==> src/rtl/conv_unit_sequencer.sv <==
// conv_unit_sequencer
//   Initiator side of the conv-unit interface. For every (filter, depth) pass
//   it loads K*K weights into the weight FIFO, streams the IFM plane for that
//   depth into the line-buffer FIFO, raises conv_enable for each pixel that
//   completes a valid KxK window, and issues the OFM write strobe/address for
//   each convolution result. Pass order: filter outer, depth inner.
//
//   Optional build macro: CONV_SEQ_PAUSE_EN adds a 'pause' input that freezes
//   the FSM, the counters and new read strobes. Pushes of reads that were
//   already issued and the conv->ofm delay line keep moving.
//
// Ports
//   clk, reset          single rising-edge clock, synchronous active-high reset
//   pause               (CONV_SEQ_PAUSE_EN only) stall request
//   start               pulse, begins a full layer; ignored while busy
//   busy                high from the cycle after an accepted start until done
//   done                one-cycle pulse after the final OFM write of the layer
//   wm_enable_read      weight-memory read strobe, address on wm_address
//   wm_fifo_enable      weight FIFO shift, one cycle after each weight read
//   ifm_enable_read     IFM read strobe, address on ifm_address
//   fifo_enable         line-buffer shift, one cycle after each IFM read
//   conv_enable         a valid window sits in the line buffer
//   ofm_enable_write    unit_data_out is valid; write it to ofm_address
//   ofm_accumulate      write adds to a stored partial sum (depth != 0)
//   state_dbg           current FSM state (see state_t encoding)
//
// Strobe semantics: every strobe here is a one-cycle, valid-only qualifier
// with no back-pressure. A strobe high in a cycle means exactly one
// transfer happens in that cycle with the address presented alongside it.

module conv_unit_sequencer #(
  parameter int ADDRESS_BITS      = 16,
  parameter int IFM_SIZE          = 32,
  parameter int IFM_DEPTH         = 3,
  parameter int KERNAL_SIZE       = 5,
  parameter int NUMBER_OF_FILTERS = 6,
  parameter int CONV_LATENCY      = 3,
  localparam int IFM_SIZE_NEXT         = IFM_SIZE - KERNAL_SIZE + 1,
  localparam int ADDRESS_SIZE_IFM      = $clog2(IFM_SIZE * IFM_SIZE * IFM_DEPTH),
  localparam int ADDRESS_SIZE_NEXT_IFM = $clog2(IFM_SIZE_NEXT * IFM_SIZE_NEXT)
) (
  input  logic                             clk,
  input  logic                             reset,
`ifdef CONV_SEQ_PAUSE_EN
  input  logic                             pause,
`endif
  input  logic                             start,
  output logic                             busy,
  output logic                             done,
  output logic                             wm_enable_read,
  output logic [ADDRESS_BITS-1:0]          wm_address,
  output logic                             wm_fifo_enable,
  output logic                             ifm_enable_read,
  output logic [ADDRESS_SIZE_IFM-1:0]      ifm_address,
  output logic                             fifo_enable,
  output logic                             conv_enable,
  output logic                             ofm_enable_write,
  output logic [ADDRESS_SIZE_NEXT_IFM-1:0] ofm_address,
  output logic                             ofm_accumulate,
  output logic [2:0]                       state_dbg
);

  typedef enum logic [2:0] {
    S_IDLE   = 3'd0,
    S_LOAD_W = 3'd1,
    S_STREAM = 3'd2,
    S_DRAIN  = 3'd3,
    S_DONE   = 3'd4
  } state_t;

  localparam int KK = KERNAL_SIZE * KERNAL_SIZE;
  localparam int KW = $clog2(KK + 1);
  localparam int CW = $clog2(IFM_SIZE + 1);
  localparam int FW = $clog2(NUMBER_OF_FILTERS + 1);
  localparam int DW = $clog2(IFM_DEPTH + 1);

  localparam logic [KW-1:0] K_LAST   = KW'(KK - 1);
  localparam logic [CW-1:0] P_LAST   = CW'(IFM_SIZE - 1);
  localparam logic [CW-1:0] WIN_MIN  = CW'(KERNAL_SIZE - 1);
  localparam logic [FW-1:0] F_LAST   = FW'(NUMBER_OF_FILTERS - 1);
  localparam logic [DW-1:0] D_LAST   = DW'(IFM_DEPTH - 1);
  localparam logic [ADDRESS_SIZE_IFM-1:0] PLANE = ADDRESS_SIZE_IFM'(IFM_SIZE * IFM_SIZE);
  // All delay-line stages except the last (the one driving the write).
  localparam logic [CONV_LATENCY-1:0] DLY_EARLY = {CONV_LATENCY{1'b1}} >> 1;

  state_t                           state;
  logic [KW-1:0]                    kcnt;
  logic [CW-1:0]                    row;
  logic [CW-1:0]                    col;
  logic [FW-1:0]                    f_idx;
  logic [DW-1:0]                    d_idx;
  logic [ADDRESS_SIZE_IFM-1:0]      ifm_base;
  logic                             push_win;
  logic [CONV_LATENCY-1:0]          dly;
  logic [CONV_LATENCY-1:0]          acc_dly;
  logic [ADDRESS_SIZE_NEXT_IFM-1:0] ofm_idx;
  logic                             adv;
  logic                             drain_pending;

`ifdef CONV_SEQ_PAUSE_EN
  assign adv = ~pause;
`else
  assign adv = 1'b1;
`endif

  assign state_dbg        = state;
  assign ofm_enable_write = dly[CONV_LATENCY-1];
  assign ofm_accumulate   = acc_dly[CONV_LATENCY-1];
  assign ofm_address      = ofm_idx;

  // Anything still in flight that will produce a later write. The final
  // write of a pass is the only window left once this drops, so leaving
  // DRAIN on that edge puts the next pass the cycle after the final write.
  assign drain_pending = push_win | conv_enable | (|(dly & DLY_EARLY));

  always_ff @(posedge clk) begin
    if (reset) begin
      state           <= S_IDLE;
      busy            <= 1'b0;
      done            <= 1'b0;
      wm_enable_read  <= 1'b0;
      wm_address      <= '0;
      wm_fifo_enable  <= 1'b0;
      ifm_enable_read <= 1'b0;
      ifm_address     <= '0;
      fifo_enable     <= 1'b0;
      conv_enable     <= 1'b0;
      kcnt            <= '0;
      row             <= '0;
      col             <= '0;
      f_idx           <= '0;
      d_idx           <= '0;
      ifm_base        <= '0;
      push_win        <= 1'b0;
      dly             <= '0;
      acc_dly         <= '0;
      ofm_idx         <= '0;
    end else begin
      // Pipeline behind issued reads: never stalls.
      wm_fifo_enable <= wm_enable_read;
      fifo_enable    <= ifm_enable_read;
      // row/col describe the pixel currently being read.
      push_win       <= ifm_enable_read && (row >= WIN_MIN) && (col >= WIN_MIN);
      conv_enable    <= push_win;
      dly[0]         <= conv_enable;
      acc_dly[0]     <= conv_enable && (d_idx != '0);
      for (int i = 1; i < CONV_LATENCY; i++) begin
        dly[i]     <= dly[i-1];
        acc_dly[i] <= acc_dly[i-1];
      end
      if (ofm_enable_write) ofm_idx <= ofm_idx + ADDRESS_SIZE_NEXT_IFM'(1);
      done <= 1'b0;

      case (state)
        S_IDLE: begin
          if (start) begin
            state          <= S_LOAD_W;
            busy           <= 1'b1;
            wm_enable_read <= 1'b1;
            wm_address     <= '0;
            kcnt           <= '0;
            f_idx          <= '0;
            d_idx          <= '0;
            ifm_base       <= '0;
            ofm_idx        <= '0;
          end
        end

        // The read on wm_address is issued in the current cycle; on each
        // advancing edge either issue the next one or hand over to STREAM.
        S_LOAD_W: begin
          if (adv) begin
            if (kcnt == K_LAST) begin
              state           <= S_STREAM;
              wm_enable_read  <= 1'b0;
              ifm_enable_read <= 1'b1;
              ifm_address     <= ifm_base;
              row             <= '0;
              col             <= '0;
            end else begin
              wm_enable_read <= 1'b1;
              wm_address     <= wm_address + ADDRESS_BITS'(1);
              kcnt           <= kcnt + KW'(1);
            end
          end else begin
            wm_enable_read <= 1'b0;
          end
        end

        S_STREAM: begin
          if (adv) begin
            if (row == P_LAST && col == P_LAST) begin
              state           <= S_DRAIN;
              ifm_enable_read <= 1'b0;
            end else begin
              ifm_enable_read <= 1'b1;
              ifm_address     <= ifm_address + ADDRESS_SIZE_IFM'(1);
              if (col == P_LAST) begin
                col <= '0;
                row <= row + CW'(1);
              end else begin
                col <= col + CW'(1);
              end
            end
          end else begin
            ifm_enable_read <= 1'b0;
          end
        end

        S_DRAIN: begin
          if (adv && !drain_pending) begin
            ofm_idx <= '0;
            if (f_idx == F_LAST && d_idx == D_LAST) begin
              state <= S_DONE;
              done  <= 1'b1;
              busy  <= 1'b0;
            end else begin
              // Weight addresses of consecutive passes are contiguous.
              state          <= S_LOAD_W;
              wm_enable_read <= 1'b1;
              wm_address     <= wm_address + ADDRESS_BITS'(1);
              kcnt           <= '0;
              if (d_idx == D_LAST) begin
                d_idx    <= '0;
                f_idx    <= f_idx + FW'(1);
                ifm_base <= '0;
              end else begin
                d_idx    <= d_idx + DW'(1);
                ifm_base <= ifm_base + PLANE;
              end
            end
          end
        end

        S_DONE: state <= S_IDLE;

        default: state <= S_IDLE;
      endcase
    end
  end

endmodule
==> config.mk <==
export PLATFORM = sky130hd
export DESIGN_NAME = conv_unit_sequencer
export DESIGN_NICKNAME = d
export VERILOG_FILES = /design/src/rtl/conv_unit_sequencer.sv
export SDC_FILE = /design/constraint.sdc
export NUM_CORES = 1
export LEC_CHECK = 0
export CORE_MARGIN = 10
export CORE_UTILIZATION = 54
export CTS_CLUSTER_SIZE = 14
export DETAILED_ROUTE_END_ITERATION = 12
export GPL_ROUTABILITY_DRIVEN = 0
export GPL_TIMING_DRIVEN = 0
export PLACE_DENSITY = 0.79
export SYNTH_ARGS = -nofsm -noshare
export SYNTH_HDL_FRONTEND = slang
export SYNTH_SLANG_ARGS = --single-unit
export TNS_END_PERCENT = 50
==> constraint.sdc <==
create_clock -name clk -period 2.6 [get_ports clk]
set_input_delay 0.52 -clock clk [delete_from_list [all_inputs] [get_ports clk]]
set_output_delay 0.52 -clock clk [all_outputs]
set_load 0.1 [all_outputs]
==> After elaboration in Yosys (flattened, before gate mapping) <==
Cells that the tools add are included.
{ "word_totals": {"in_bits": 3, "word_cells": 130, "regBits": 89} }
{ "op_classes": {"add_sub_neg": 9, "n_bitwise": 3, "n_reduce_logical": 21, "magnitude_cmp": 2, "muxes": 57, "n_eq_ne": 18} }
{ "op_table": {"columns": ["cell", "count"], "rows": [
  ["2-to-1 mux 12 bit", 6],
  ["2-to-1 mux 16 bit", 4],
  ["case mux 12 bit (2 select lines)", 2],
  ["case mux 16 bit (3 select lines)", 1],
  ["2-to-1 mux 10 bit", 3],
  ["2-to-1 mux 6 bit", 5],
  ["2-to-1 mux 3 bit", 9],
  ["case mux 6 bit (2 select lines)", 2],
  ["2-to-1 mux 5 bit", 4],
  ["!= test 2 bit, second input constant", 10],
  ["case mux 10 bit (2 select lines)", 1],
  ["AND reduction 4 bit", 5],
  ["adder 16 x 1 -> 16 bit, second input constant", 1],
  ["case mux 5 bit (3 select lines)", 1],
  ["adder 12 x 1 -> 12 bit, second input constant", 1],
  ["adder 12 x 11 -> 12 bit, second input constant", 1],
  ["adder 6 x 1 -> 6 bit, second input constant", 2],
  ["== test 6 x 5 -> 1 bit, second input constant", 2],
  ["greater-or-equal comparator 6 x 3 -> 1 bit, second input constant", 2],
  ["case mux 3 bit (4 select lines)", 1],
  ["adder 10 x 1 -> 10 bit, second input constant", 1],
  ["AND reduction 5 bit", 2],
  ["2-to-1 mux 1 bit", 9],
  ["2-to-1 mux 2 bit", 4],
  ["other kinds (22)", 31]
]} }

==> Longest topological paths before layout <==
Gate-level depths: netlist (run 1).
{ "depth": {"word_depth": 5, "depth_mapped": 9} }

==> Worst setup path after synthesis (run 1) <==
OpenSTA, ideal clock, no wires.
{ "synth_timing": {"path_type": "register -> register", "startpoint": "reg state[1], in the netlist state_dbg[1]", "endpoint": "reg row[3]", "required_time_ns": 2.530, "path_buffers": 3, "synth_period_minus_slack_ns": 2.587, "stages_incl_launch_ff": 9, "setup_slack_ns": 0.013, "arrival_ns": 2.517, "path_cell_list": "dfxtp_1 buf_4 or3b_1 buf_6 a21oi_4 o22ai_2 buf_6 or3_1 a21oi_1"} }
{ "synth_between": {"elab_chain_cells": 3, "word_cells_on_any_way": 8, "cone_classes": "eq/ne: 5; mux: 1; reduce/logical: 2"} }
{ "synth_rtl": {"columns": ["item", "line_no", "rtl"], "rows": [
  ["from (decl)", "86", "state_t state;"],
  ["from (signal assigned)", "118", "state <= S_IDLE;"],
  ["from (signal assigned)", "157", "state <= S_LOAD_W;"],
  ["from (signal assigned)", "174", "state <= S_STREAM;"],
  ["== test 3 x 2 -> 1 bit / == test 3 x 1 -> 1 bit (equally long branches)", "154", "case (state)"],
  ["!= test 2 bit (no line) / nonzero test 2 bit (equally long branches)", null, null],
  ["AND reduction 4 bit (no line)", null, null],
  ["to (signal assigned)", "200", "row <= row + CW'(1);"],
  ["to (decl)", "88", "logic [CW-1:0] row;"]
]} }
Several ways; a longest one is shown, not always the timed one.
A chain may end at the register's enable or synchronous reset.

==> Final worst setup path (run 1) <==
{ "layout_timing": {"startpoint": "reg state[0], in the netlist state_dbg[0]", "endpoint": "out state_dbg[0]"} }
{ "layout_lines": {"columns": ["item", "line_no", "rtl"], "rows": [
  ["to (decl)", "60", "output logic [2:0] state_dbg"]
]} }
No word-level cell between the ends.

==> results_dict.tcl, run 1 <==
set metrics [dict create \
    rr_worst_depth 8 \
    vias 3432 \
    grt_pass1_vias 3334 \
    whs_path_depth 1 \
    post-place-ws_ns -0.04592 \
    grtUsageTotal_pct 16.84 \
    ff2ff_setup_slack_ns 0.30 \
    clk_latency_ns 0.35 \
    p_switching_uw 845.8 \
    synth_xor_area_share_pct 5.783 \
    dieArea_mm2 0.01076 \
    antenna_found_initial 0 \
    port_buffers 51 \
    internal-power_mw 1.959 \
    switching_share_pct 30.16 \
    period_share_pct 96.96 \
    worstPathRequired_ns 2.08 \
    wl_um 9124 \
    max_slew_margin_pct 34.41 \
    cpPeakStageDelay_ns 1.18 \
    fin_tns_setup_ns 0 \
    seq_area_frac_synth_pct 41.77 \
    ys_types 63 \
    grt_overflow 0 \
    ys_top_cells_by_area "dfxtp_1, a21oi_1, nor2_1" \
    clock_skew_ns 0.006994 \
    antennaDiodeCount 0 \
    p_leak_nw 1.593 \
    setup_violations 0 \
    ir_worst_vdd_v 0.0003079 \
    synth_compound_area_share_pct 13.85 \
    num_rows 30 \
    post-cts-setup-buffer-count 0 \
    status "complete, no violations" \
    cp_top_family "buffers and inverters" \
    synth_top_family_by_area "simple AND/OR/NAND/NOR gates" \
    seqPwrFrac_pct 45.6 \
    clkSinkCount 79 \
    fmax_mhz 396.7 \
    synth_seq_cells 79 \
    die_w_um 103.7 \
    p_total_mw 2.805 \
    crit_arrival_ns 2.00 \
    hold_class "flop to flop" \
    path_class "flop to output pin" \
    clkTransAtPathRegs_ns 0.08 \
    yosysTopAreaCell "dfxtp_1" \
    synthArstFlopShare_pct 0 \
    drive_gt1_share_pct 8.216 \
    grtUsageMet1_pct 21.08 \
    cts_buffers 9 \
    reg2reg_from "row[0]" \
    comb_power_share_pct 17.7 \
    root_buffer "clkbuf_8" \
    yosys_warnings 0 \
    vias_per_cell 5.768 \
    final_cell_mix "dfxtp_1, clkdlybuf4s50_1, nor2_1, a21oi_1, nand2_1" \
    synth_fa_ha_area_share_pct 3.635 \
    min_period_ns 2.521 \
    yosys.area.top_type_share_pct 41.77 \
    grt_max_degree 15 \
    use_met2_pct 27.57 \
    worst_slew_pin_slew_ns 0.9808 \
    drcViolationCount 0 \
    grt_busiest_layer "met2" \
    post_layout_nonfiller_instances 595 \
    min-delay-start "acc_dly[0]" \
    crit_slowest_cell "clkdlybuf4s50_1" \
    die_y_um 103.7 \
    cp_max_fo 7 \
    grt_pass1_wl_um 15740 \
    start_kind "flop" \
    maxSlewViolCount 0 \
    syn-mean-instance-area_um2 8.764 \
    nNetsFinal 508 \
    ant_nets 0 \
    synthCells 432 \
    clkPwrFrac_pct 36.7 \
    mostFrequentLayoutCell "dfxtp_1" \
    hold_viol_final 0 \
    dp.cells 579 \
    htreeDepth 3 \
    synth_edf_count 0 \
    postCtsHoldBufs 0 \
    p_per_area_mw_per_mm2 603.6 \
    synthFlopType "dfxtp_1" \
    use_met3_pct 4.585 \
    drt_iter0_drc 227 \
    syn_area_mm2 0.003786 \
    drv_cap 0 \
    areaGrowthSynthToFinish_pct 22.74 \
    rsz0062_at_grt "false" \
    place_hpwl_um 6755 \
    dr.pass1.iters 6 \
    core_area_mm2 0.006794 \
    cts_tree "yes" \
    initial_utilization_pct 55.73 \
    reg2reg_to "ifm_address[3]" \
    min_to "acc_dly[1]" \
    cp-end-kind "output pin" \
    cts_resized 0 \
    clk_path_buf_depth 2 \
    io_pins 53 \
    synth-simple-area-share_pct 29.15 \
    hold-worst-slack_ns 0.4440 \
    wl_per_cell_um 15.33 \
    setup_ws_ns 0.07895 \
    critPathBufInv 1 \
    synthMuxAreaShare_pct 1.322 \
    path_cells "clkdlybuf4s50_1" \
    synth_nets 446 \
]
==> flip-flops by register name, summed over array words and instances (netlist names), 2 cells and up <==
| name | cells |
|---|---|
| ifm_address | 12 |
| ofm_address | 10 |
| d_idx | 2 |
| f_idx | 3 |
| ifm_base | 2 |
| dly | 3 |
| wm_address | 16 |
| acc_dly | 3 |
| col | 6 |
| state_dbg | 3 |
| row | 6 |
| kcnt | 5 |
==> worst max-delay path by stage <==
stage | slack, ns | startpoint | end | cells after the start
2_1_floorplan | 0.01 | state_dbg[1] | row[3] | 8
3_3_place_gp | -0.0004 | start | wm_address[6] | 6
3_5_place_dp | -0.05 | start | wm_address[6] | 6
4_1_cts | 0.07 | state_dbg[0] | state_dbg[0] | 1
5_1_grt | 0.01 | ifm_address[7] | ifm_address[7] | 1
6_report | 0.08 | state_dbg[0] | state_dbg[0] | 1
==> synth_stat cells (11+ instances only) <==
master   instances
nor2b_1         14
nand2_1         29
xor2_1          13
dfxtp_1         79
nand3_1         22
a21oi_1         30
xnor2_1         12
inv_1           16
nor3_1          12
ha_1            11
o21ai_0         14
nand4_1         12
or3_1           12
nor2_1          40
==> final cells by class <==
cell class / count / area [um2]
clock buffers: 10 / 137.6
fillers: 546 / 2147
multi-input cells: 317 / 2034
repair buffers: 51 / 510.5
plain buffers: 20 / 110.1
flip-flops and latches: 79 / 1582
clock inverters: 6 / 92.59
well taps: 96 / 120.1
inverters: 16 / 60.06
==> cell families after synthesis <==
group / count (synthesis)
compound gates: 81
xor+xnor: 25
fa+ha+maj: 11
buf+inv: 36
flops: 79
mux: 5
simple gates: 195
==> stage by stage <==
step	util, %	cell area, um2
finish	68.40	4647
global route	68.40	4647
CTS	68.40	4647
detailed placement	65.01	4417
global placement	65.01	4417
floorplan	-	3786
==> routing by layer <==
metal  vias to the layer above  share of wire [%]
met4                         0               0.93
met5                         -                  0
met1                      1644                 45
met3                        11                5.7
li1                       1686                  -
met2                        91                 48
==> power by group through the flow <==
stage | sequential, mW | combinational [mW] | clock, mW
after floorplan | 1.44 | 0.237 | 0
after global placement | 1.30 | 0.481 | 0
after detailed placement | 1.31 | 0.491 | 0
after CTS | 1.28 | 0.496 | 1.04
after global routing | 1.28 | 0.534 | 1.10
final | 1.28 | 0.497 | 1.03
Note: power is estimated with default switching activity, not from simulation.
==> run 2: changes to the inputs <==
CORE_ASPECT_RATIO = 0.75   (was not set)
==> results_dict.tcl, run 2 (synthesized netlist as in run 1, its figures left out) <==
set metrics [dict create \
    status "complete, no violations" \
    grt_overflow 0 \
    hold_viol_final 0 \
    core_area_mm2 0.006799 \
    min_period_ns 2.510 \
    hold-worst-slack_ns 0.4465 \
    maxSlewViolCount 0 \
    htreeDepth 3 \
    grt_pass1_wl_um 15460 \
    post-place-ws_ns -0.03454 \
    ir_worst_vdd_v 0.0003646 \
    root_buffer "clkbuf_8" \
    use_met2_pct 27.72 \
    io_pins 53 \
    nNetsFinal 508 \
    max_slew_margin_pct 32.41 \
    period_share_pct 96.55 \
    crit_arrival_ns 1.99 \
    grt_busiest_layer "met2" \
    num_rows 26 \
    antenna_found_initial 0 \
    use_met3_pct 4.513 \
    p_leak_nw 1.593 \
    place_hpwl_um 6823 \
    p_per_area_mw_per_mm2 593.5 \
    cpPeakStageDelay_ns 1.19 \
    cts_resized 0 \
    vias 3371 \
    drive_gt1_share_pct 8.216 \
    critPathBufInv 1 \
    initial_utilization_pct 55.69 \
    clkTransAtPathRegs_ns 0.08 \
    cts_buffers 9 \
    clk_latency_ns 0.34 \
    post_layout_nonfiller_instances 583 \
    ant_nets 0 \
    areaGrowthSynthToFinish_pct 21.98 \
    start_kind "flop" \
    drcViolationCount 0 \
    top_register "wm_address" \
    mostFrequentLayoutCell "dfxtp_1" \
    port_buffers 51 \
    vias_per_cell 5.782 \
    worst_slew_pin_slew_ns 1.011 \
    rsz0062_at_grt "false" \
    p_total_mw 2.741 \
    fin_tns_setup_ns 0 \
    final_cell_mix "dfxtp_1, clkdlybuf4s50_1, nor2_1, a21oi_1, nand2_1" \
    clkSinkCount 79 \
    grtUsageTotal_pct 17.37 \
    setup_ws_ns 0.08967 \
    postCtsHoldBufs 0 \
    drt_iter0_drc 253 \
    dp.cells 567 \
    grtUsageMet1_pct 22.33 \
    path_cells "clkdlybuf4s50_1" \
    antennaDiodeCount 0 \
    die_w_um 116.7 \
    grt_max_degree 14 \
    post-cts-setup-buffer-count 0 \
    crit_slowest_cell "clkdlybuf4s50_1" \
    largest_register_ffs 16 \
    cp_max_fo 7 \
    wl_per_cell_um 15.69 \
    clock_skew_ns 0.006589 \
    fmax_mhz 398.4 \
    cp_top_family "buffers and inverters" \
    setup_violations 0 \
    drv_cap 0 \
    cp-end-kind "output pin" \
    grt_pass1_vias 3200 \
    ff2ff_setup_slack_ns 0.28 \
    worstPathRequired_ns 2.08 \
    dr.pass1.iters 5 \
    cts_tree "yes" \
    path_class "flop to output pin" \
    hold_class "flop to flop" \
    dieArea_mm2 0.01080 \
    wl_um 9146 \
    clk_path_buf_depth 2 \
    die_y_um 92.52 \
]
## run 2: cell count changes in the layout (fill, tap and decap cells not counted), sizes merged
cell,previous run,this run
bufinv,2,1
clkbuf,19,21
clkinvlp,2,1
## run 2: power by group
| part | total (mW) | switching, mW | internal, mW |
|---|---|---|---|
| logic | 0.500 | 0.355 | 0.144 |
| clock network | 0.963 | 0.439 | 0.524 |
| registers | 1.28 | 0.0341 | 1.24 |
| total | 2.74 | 0.829 | 1.91 |
## run 2: worst paths after layout
check	from	end	cells after the start
max	ifm_address[7]	ifm_address[7]	1
min	acc_dly[0]	acc_dly[1]	1
max reg2reg	row[1]	ifm_address[3]	8
min reg2reg	acc_dly[0]	acc_dly[1]	1
## run 2: area by class of cell
cell class              count  area [um2]
fillers                   548        2181
multi-input cells         317        2034
flip-flops and latches     79        1582
repair buffers             51       510.5
clock buffers              12       165.2
plain buffers              20       110.1
well taps                  84       105.1
inverters                  16       60.06
clock inverters             4       51.30
## run 2: metal layers
metal / vias to the layer above / part of all wire [%] / wire (um)
li1: 1676 / - / -
met5: - / 0 / 0
met3: 13 / 6.7 / 616
met1: 1581 / 46 / 4163
met4: 0 / 1.5 / 133
met2: 101 / 46 / 4233
## run 2: stage by stage
stage	cell area (um2)	utilization (%)
6_report	4618	67.92
5_1_grt	4618	67.92
2_1_floorplan	3786	-
3_3_place_gp	4402	64.74
4_1_cts	4618	67.92
3_5_place_dp	4402	64.74
==> run 3: changes to the inputs <==
PLACE_DENSITY = 0.82   (was 0.79)
SKIP_CTS_REPAIR_TIMING = 1   (was not set)
==> results_dict.tcl, run 3 (synthesized netlist as in run 1, its figures left out) <==
set metrics [dict create \
    status "complete, no violations" \
    ff2ff_setup_slack_ns 0.29 \
    regArea_mm2 0.001582 \
    antennaDiodeCount 0 \
    seqPwrFrac_pct 44.4 \
    io_pins 53 \
    grt_overflow 0 \
    core_area_mm2 0.006799 \
    worst_slew_pin_slew_ns 0.9969 \
    min_period_ns 2.520 \
    cpPeakStageDelay_ns 1.19 \
    antenna_found_initial 0 \
    grt_pass1_vias 3176 \
    cp-end-kind "output pin" \
    dr.pass1.iters 5 \
    root_buffer "clkbuf_8" \
    comb_power_share_pct 17.2 \
    period_share_pct 96.91 \
    path_class "flop to output pin" \
    hold_viol_final 0 \
    start_kind "flop" \
    largest_register_ffs 16 \
    p_leak_nw 1.604 \
    nNetsFinal 508 \
    post-place-ws_ns -0.05270 \
    port_buffers 51 \
    drv_cap 0 \
    final_cell_mix "dfxtp_1, clkdlybuf4s50_1, nor2_1, a21oi_1, nand2_1" \
    clk_path_buf_depth 2 \
    initial_utilization_pct 55.69 \
    switching_share_pct 29.55 \
    worstPathRequired_ns 2.08 \
    p_total_mw 2.880 \
    clkPwrFrac_pct 38.4 \
    place_hpwl_um 6731 \
    max_slew_margin_pct 33.33 \
    top_register "wm_address" \
    crit_arrival_ns 2.00 \
    drcViolationCount 0 \
    wl_um 9241 \
    hold_class "flop to flop" \
    mostFrequentLayoutCell "dfxtp_1" \
    p_per_area_mw_per_mm2 619.9 \
    drt_iter0_drc 271 \
    cp_max_fo 7 \
    htreeDepth 3 \
    ir_worst_vdd_v 0.0003646 \
    grtUsageTotal_pct 17.16 \
    path_cells "clkdlybuf4s50_1" \
    grt_pass1_wl_um 15350 \
    setup_ws_ns 0.08045 \
    cts_tree "yes" \
    fillers 553 \
    clk_latency_ns 0.34 \
    setup_violations 0 \
    critPathBufInv 1 \
    wl_per_cell_um 15.85 \
    die_y_um 92.52 \
    fin_tns_setup_ns 0 \
    maxSlewViolCount 0 \
    p_switching_uw 851.2 \
    fmax_mhz 396.9 \
    areaGrowthSynthToFinish_pct 22.70 \
    die_w_um 116.7 \
    dieArea_mm2 0.01080 \
    vias_per_cell 5.756 \
    num_rows 26 \
    clock_skew_ns 0.008842 \
    internal-power_mw 2.029 \
    clkTransAtPathRegs_ns 0.09 \
    crit_slowest_cell "clkdlybuf4s50_1" \
    multi_input_area_mm2 0.002034 \
    grt_max_degree 15 \
    cts_buffers 9 \
    vias 3356 \
    ant_nets 0 \
    cp_top_family "buffers and inverters" \
    rsz0062_at_grt "false" \
    drive_gt1_share_pct 8.216 \
    clkSinkCount 79 \
]
-- run 3: cell count changes in the layout (fill, tap and decap cells not counted), sizes merged --
| cell | change |
|---|---|
| clkinv | +1 |
| bufinv | +2 |
| clkbuf | -3 |
-- run 3: path summary, 6_finish.rpt --
kind / startpoint / endpoint / cells past startpoint
worst min register to register: acc_dly[1] / acc_dly[2] / 1
worst max register to register: row[0] / col[0] / 8
worst min-delay path: acc_dly[1] / acc_dly[2] / 1
worst max-delay path: state_dbg[0] / state_dbg[0] / 1
-- run 3: metrics by stage --
stage	instances	utilization, %	hold slack (ns)	area [um2]
floorplan	432	-	0.4138	3786
global placement	567	64.74	0.4181	4402
detailed placement	567	64.74	0.4491	4402
CTS	583	68.33	0.4634	4646
global route	583	68.33	0.4754	4646
finish	583	68.33	0.4606	4646
-- run 3: final cells by class --
| class | count | share of cell area [%] |
|---|---|---|
| Clock inverter | 7 | 2.586 |
| Clock buffer | 9 | 2.666 |
| Timing Repair Buffer | 51 | 10.99 |
| Multi-Input combinational cell | 317 | 43.79 |
| Sequential cell | 79 | 34.04 |
| Inverter | 16 | 1.293 |
| Tap cell | 84 | 2.262 |
| Buffer | 20 | 2.370 |
-- run 3: power by group through the flow --
stage / Clock (mW) / Sequential [mW] / Combinational (mW)
after CTS: 1.12 / 1.28 / 0.493
after global routing: 1.17 / 1.28 / 0.535
final: 1.11 / 1.28 / 0.495
after global placement: 0 / 1.30 / 0.479
after detailed placement: 0 / 1.31 / 0.488
after floorplan: 0 / 1.44 / 0.237
-- run 3: layer usage --
metal | wire length [um] | GRT usage, % | part of all wire, %
met5 | 0 | 0 | 0
met4 | 85 | 4.825 | 0.92
met3 | 588 | 4.449 | 6.4
met2 | 4265 | 26.65 | 46
met1 | 4302 | 22.92 | 47
